## config.mk

```make
export PLATFORM = sky130hd
export DESIGN_NAME = pyhdl_via_event_tx
export DESIGN_NICKNAME = d
export VERILOG_FILES = /design/src/rtl/pyhdl_via_event_tx.sv
export SDC_FILE = /design/constraint.sdc
export NUM_CORES = 1
export LEC_CHECK = 0
export CAP_MARGIN = 20
export CORE_MARGIN = 1
export CORE_UTILIZATION = 35
export DETAILED_ROUTE_END_ITERATION = 10
export PLACE_DENSITY = 0.64
export SETUP_SLACK_MARGIN = 0.05
export SYNTH_ARGS = -nofsm -noshare
export SYNTH_HDL_FRONTEND = slang
export SYNTH_SLANG_ARGS = --single-unit
```

## constraint.sdc

```tcl
create_clock -name clock -period 7.85 [get_ports clock]
set_clock_uncertainty 0.05 [all_clocks]
set_input_delay 1.1775 -clock clock [delete_from_list [all_inputs] [get_ports clock]]
set_output_delay 1.1775 -clock clock [all_outputs]
set_load 0.03 [all_outputs]
```

## src/rtl/pyhdl_via_event_tx.sv

```systemverilog
// Event FIFO serialised into HDR/DATA frames for the listener side.
// Define PYHDL_IF_VIA_EVENT_TS_EN to append a cycle-count TS word.
module pyhdl_via_event_tx #(
  parameter int DEPTH        = 8,
  parameter int DROP_ON_FULL = 0
) (
  input  logic                       clock,
  input  logic                       reset_n,
  input  logic                       ev_valid,
  output logic                       ev_ready,
  input  logic [3:0]                 ev_kind,
  input  logic [15:0]                ev_id,
  input  logic [31:0]                ev_data,
  output logic                       out_valid,
  input  logic                       out_ready,
  output logic [31:0]                out_data,
  output logic                       out_last,
  output logic [$clog2(DEPTH):0]     level,
  output logic [15:0]                drop_count
);

  localparam int AW = $clog2(DEPTH);

  typedef struct packed {
    logic [3:0]  kind;
    logic [11:0] seq;
    logic [15:0] id;
    logic [31:0] data;
`ifdef PYHDL_IF_VIA_EVENT_TS_EN
    logic [31:0] ts;
`endif
  } entry_t;

`ifdef PYHDL_IF_VIA_EVENT_TS_EN
  typedef enum logic [1:0] {IDLE, HDR, DATA, TS} state_t;
`else
  typedef enum logic [1:0] {IDLE, HDR, DATA} state_t;
`endif

  state_t        state, state_n;
  entry_t        mem [DEPTH];
  entry_t        head, wr_entry;
  logic [AW-1:0] wr_ptr, rd_ptr;
  logic [AW:0]   count;
  logic [11:0]   seq;
  logic          full, empty, push, pop, drop, more;

  assign full     = (count == (AW+1)'(DEPTH));
  assign empty    = (count == '0);
  assign ev_ready = (DROP_ON_FULL != 0) ? 1'b1 : !full;
  assign push     = ev_valid && !full;
  assign drop     = ev_valid && full && (DROP_ON_FULL != 0);
  assign level    = count;
  assign head     = mem[rd_ptr];
  // a follow-on frame exists if anything stays after this pop
  assign more     = (count > (AW+1)'(1)) || push;

`ifdef PYHDL_IF_VIA_EVENT_TS_EN
  logic [31:0] ts_cnt;

  always_ff @(posedge clock or negedge reset_n) begin
    if (!reset_n) ts_cnt <= '0;
    else          ts_cnt <= ts_cnt + 32'd1;
  end

  assign wr_entry = '{kind: ev_kind, seq: seq, id: ev_id,
                      data: ev_data, ts: ts_cnt};
`else
  assign wr_entry = '{kind: ev_kind, seq: seq, id: ev_id,
                      data: ev_data};
`endif

  always_ff @(posedge clock) begin
    if (push) mem[wr_ptr] <= wr_entry;
  end

  always_ff @(posedge clock or negedge reset_n) begin
    if (!reset_n) begin
      wr_ptr     <= '0;
      rd_ptr     <= '0;
      count      <= '0;
      seq        <= '0;
      drop_count <= '0;
    end else begin
      if (push) wr_ptr <= wr_ptr + AW'(1);
      if (pop)  rd_ptr <= rd_ptr + AW'(1);
      unique case ({push, pop})
        2'b10:   count <= count + (AW+1)'(1);
        2'b01:   count <= count - (AW+1)'(1);
        default: count <= count;
      endcase
      if (push || drop) seq <= seq + 12'd1;
      if (drop && drop_count != 16'hFFFF)
        drop_count <= drop_count + 16'd1;
    end
  end

  always_ff @(posedge clock or negedge reset_n) begin
    if (!reset_n) state <= IDLE;
    else          state <= state_n;
  end

  always_comb begin
    state_n   = state;
    pop       = 1'b0;
    out_valid = 1'b0;
    out_last  = 1'b0;
    out_data  = '0;
    unique case (state)
      IDLE: if (!empty) state_n = HDR;
      HDR: begin
        out_valid = 1'b1;
        out_data  = {head.kind, head.seq, head.id};
        if (out_ready) state_n = DATA;
      end
      DATA: begin
        out_valid = 1'b1;
        out_data  = head.data;
`ifdef PYHDL_IF_VIA_EVENT_TS_EN
        if (out_ready) state_n = TS;
`else
        out_last  = 1'b1;
        if (out_ready) begin
          pop     = 1'b1;
          state_n = more ? HDR : IDLE;
        end
`endif
      end
`ifdef PYHDL_IF_VIA_EVENT_TS_EN
      TS: begin
        out_valid = 1'b1;
        out_last  = 1'b1;
        out_data  = head.ts;
        if (out_ready) begin
          pop     = 1'b1;
          state_n = more ? HDR : IDLE;
        end
      end
`endif
      default: state_n = IDLE;
    endcase
  end

endmodule

```

==> impl_metrics.toml <==
[status]
status = "complete, no violations"

[setup_path]
r2r-end = "mem[5][1]"
critPathLaunchType = "flip-flop"
reg2reg_slack_ns = 4.13
crit_required_ns = 6.62
crit_arrival_ns = 4.27
path_class = "flip-flop to output port"
end_kind = "output port"
regToRegStartpoint = "level[0]"
path_max_fanout = 41
r2r_cells = 8

[grt]
grt_start_max_net_pins = 60
grt_pass1_vias = 10933
overflow = 0
track_usage = 0.152
grt_pass1_wl_um = 69100
antenna_found_initial = 6

[logic_synthesis]
synthXorXnorAreaFrac = 0.00784
synth_adder_area_share = 0.00708
synth_compound_area_frac = 0.0534
yosys_warnings = 0
synthArstFlopShare = 0.0448
yosys-top-cells-area = "edfxtp_1, mux2i_1, mux4_2"
yosysTopAreaCell = "edfxtp_1"
syn-cell-area_um2 = 21200
yosysUniqueCellTypes = 39
synth_top_family_by_area = "multiplexers"
yosys.area_share.simple = 0.0220
syn_inst = 1139
muxShareOfSynthArea = 0.127
synth_edf_count = 512
ys_ff_latch = 536
yosysSeqAreaShare = 0.753
syn_area_per_cell_um2 = 18.6
synth.top_cell.area_share = 0.725
synth-main-ff-cell = "edfxtp_1"

[floorplanning]
fp-row-count = 89
io_pins = 111
coreArea_um2 = 59500
start_util = 0.357
die_w_um = 248
die_h_um = 248
die_area_um2 = 61600

[timing]
drv_slew = 0
max-slew-margin-rel = 0.276
final.setup.tns_ns = 0
tightest_slew_ns = 1.09
timing.hold.ws_ns = 0.505
post-route-period-util = 0.701
setup_viol = 0
rsz0062_at_grt = "no"
fin_crit_ns = 5.50
finalHoldViolations = 0
fmaxAchievable_mhz = 182

[layout]
layout-drive-gt1-share = 0.122
fill_cells = 5214
fin_nets = 1324
syn2layout_area_growth_pct = 15.9

[clock_network]
holdBufCountCts = 0
worstSkewPairLatency_ns = 0.59
clkTransAtPathRegs_ns = 0.06
cts_sinks = 536
clk_path_buf_depth = 3
post_cts_buffers = 0
h-tree-depth = 2
cts_resized = 0
cts_tree = "yes"
clk_root_buffer_cell = "clkbuf_16"
cts_buffers = 55

[detailed_routing]
drt_iter0_drc = 904
wl_per_cell_um = 22.2
first_pass_iters = 5
wl_um = 45900
vias = 10453
via_per_inst = 5.04
drc = 0
antenna_left = 0

[flow_run]
cap_violations = 0

[placement]
port_buffers = 94
gp_congestion = 0.730
dp_hpwl_um = 25400

[hold_path]
min_path_type = "flip-flop to flip-flop"
min_to = "level[3]"
hp-start = "level[3]"
whs_path_depth = 1

[pwr]
powerDensity_nw_per_um2 = 372
p_leak_uw = 0.00838
peakVddDrop_mv = 0.234
[final cells by class]
class,instances,area (µm²),share of cell area
Multi-Input combinational cell,533,4740,0.193
Sequential cell,536,16000,0.650
Clock inverter,23,221,0.00901
Clock buffer,74,1480,0.0601
Inverter,7,26.3,0.00107
Timing Repair Buffer,123,1160,0.0471
Antenna cell,3,7.51,0.000305
Tap cell,773,967,0.0393
[cell usage after synthesis, types with 4 or more instances]
| master | n |
|---|---|
| o21ai_1 | 29 |
| buf_6 | 8 |
| nor2_1 | 6 |
| inv_1 | 6 |
| a22oi_1 | 86 |
| nand3_1 | 12 |
| ha_1 | 12 |
| buf_12 | 8 |
| a21oi_1 | 5 |
| a22oi_2 | 7 |
| o211ai_1 | 27 |
| xnor2_1 | 16 |
| nand2b_1 | 7 |
| clkbuf_1 | 15 |
| edfxtp_1 | 512 |
| nand4_1 | 4 |
| nand2_1 | 54 |
| mux4_2 | 29 |
| buf_4 | 28 |
| dfrtp_1 | 24 |
| buf_2 | 16 |
| mux2i_1 | 193 |
| nor3_1 | 7 |
[registers in the layout (all words and copies together) (netlist names)]
name and count:
level 4, seq 12, state 2, mem 512
rd_ptr 3, wr_ptr 3
[cell families (layout without fill, tap and decap cells)]
logic type      count (synthesis)  in the layout
flops                         536            536
fa+ha+maj                      12             12
compound gates                158            158
mux                           227            227
other cells                     1             19
simple gates                  101            101
xor+xnor                       19             19
buf+inv                        85            227
[worst max-delay path, stage by stage (launching register included)]
cell and delay [ns]:
dfrtp_1 1.01, nor2b_4 0.81, buf_4 0.66, a22oi_1 0.15, o211ai_1 0.15, o21ai_1 0.19
clkdlybuf4s50_1 0.66
[per-stage QoR]
step | power (µW) | setup WS (ns) | std cells | util | instance area, µm²
global placement | 6720 | 3.05 | 1972 | 0.385 | 22900
finish | 9130 | 2.35 | 2072 | 0.413 | 24600
detailed placement | 6760 | 3.01 | 1972 | 0.385 | 22900
global route | 9540 | 2.22 | 2070 | 0.413 | 24600
CTS | 9230 | 2.37 | 2069 | 0.413 | 24600
floorplan | 5900 | 1.09 | 1154 | - | 21300
[power breakdown]
| part | switching (µW) | total, µW | internal [µW] |
|---|---|---|---|
| Sequential | 257 | 3880 | 3630 |
| Combinational | 1720 | 2780 | 1060 |
| Clock | 1050 | 2470 | 1420 |
[how the worst max path moves through the flow]
| stage | endpoint | slack [ns] | start |
|---|---|---|---|
| detailed placement | out_data[7] | 3.01 | rd_ptr[2] |
| finish | out_data[25] | 2.35 | rd_ptr[2] |
| CTS | out_data[7] | 2.37 | rd_ptr[2] |
| global placement | out_data[25] | 3.05 | rd_ptr[2] |
| global route | out_data[7] | 2.22 | rd_ptr[2] |
| floorplan | mem[1][0] | 1.09 | level[0] |
[per-layer routing]
layer  part of all wire  global-route usage
met5            0.00057                   0
met2               0.49               0.250
met1               0.44               0.203
met4              0.022              0.0430
met3              0.055              0.0307
[cells in the final DEF, fill, tap and decap left out, types with 4 or more instances in the layout]
cell / n
o211ai_1: 27
clkbuf_1: 16
o21ai_1: 29
clkinv_1: 6
dfrtp_1: 22
ha_1: 12
inv_1: 6
clkbuf_16: 55
nand4_1: 4
a22oi_1: 86
nand2_1: 54
nor3_2: 4
edfxtp_1: 512
xnor2_1: 16
mux4_2: 29
conb_1: 16
nand3_1: 12
clkdlybuf4s50_1: 94
a22oi_2: 7
buf_4: 29
nand2b_1: 7
mux2i_1: 193
clkinv_2: 8
a21oi_1: 5
nor2_4: 4
No activity file was read; power rests on OpenSTA's default activity.
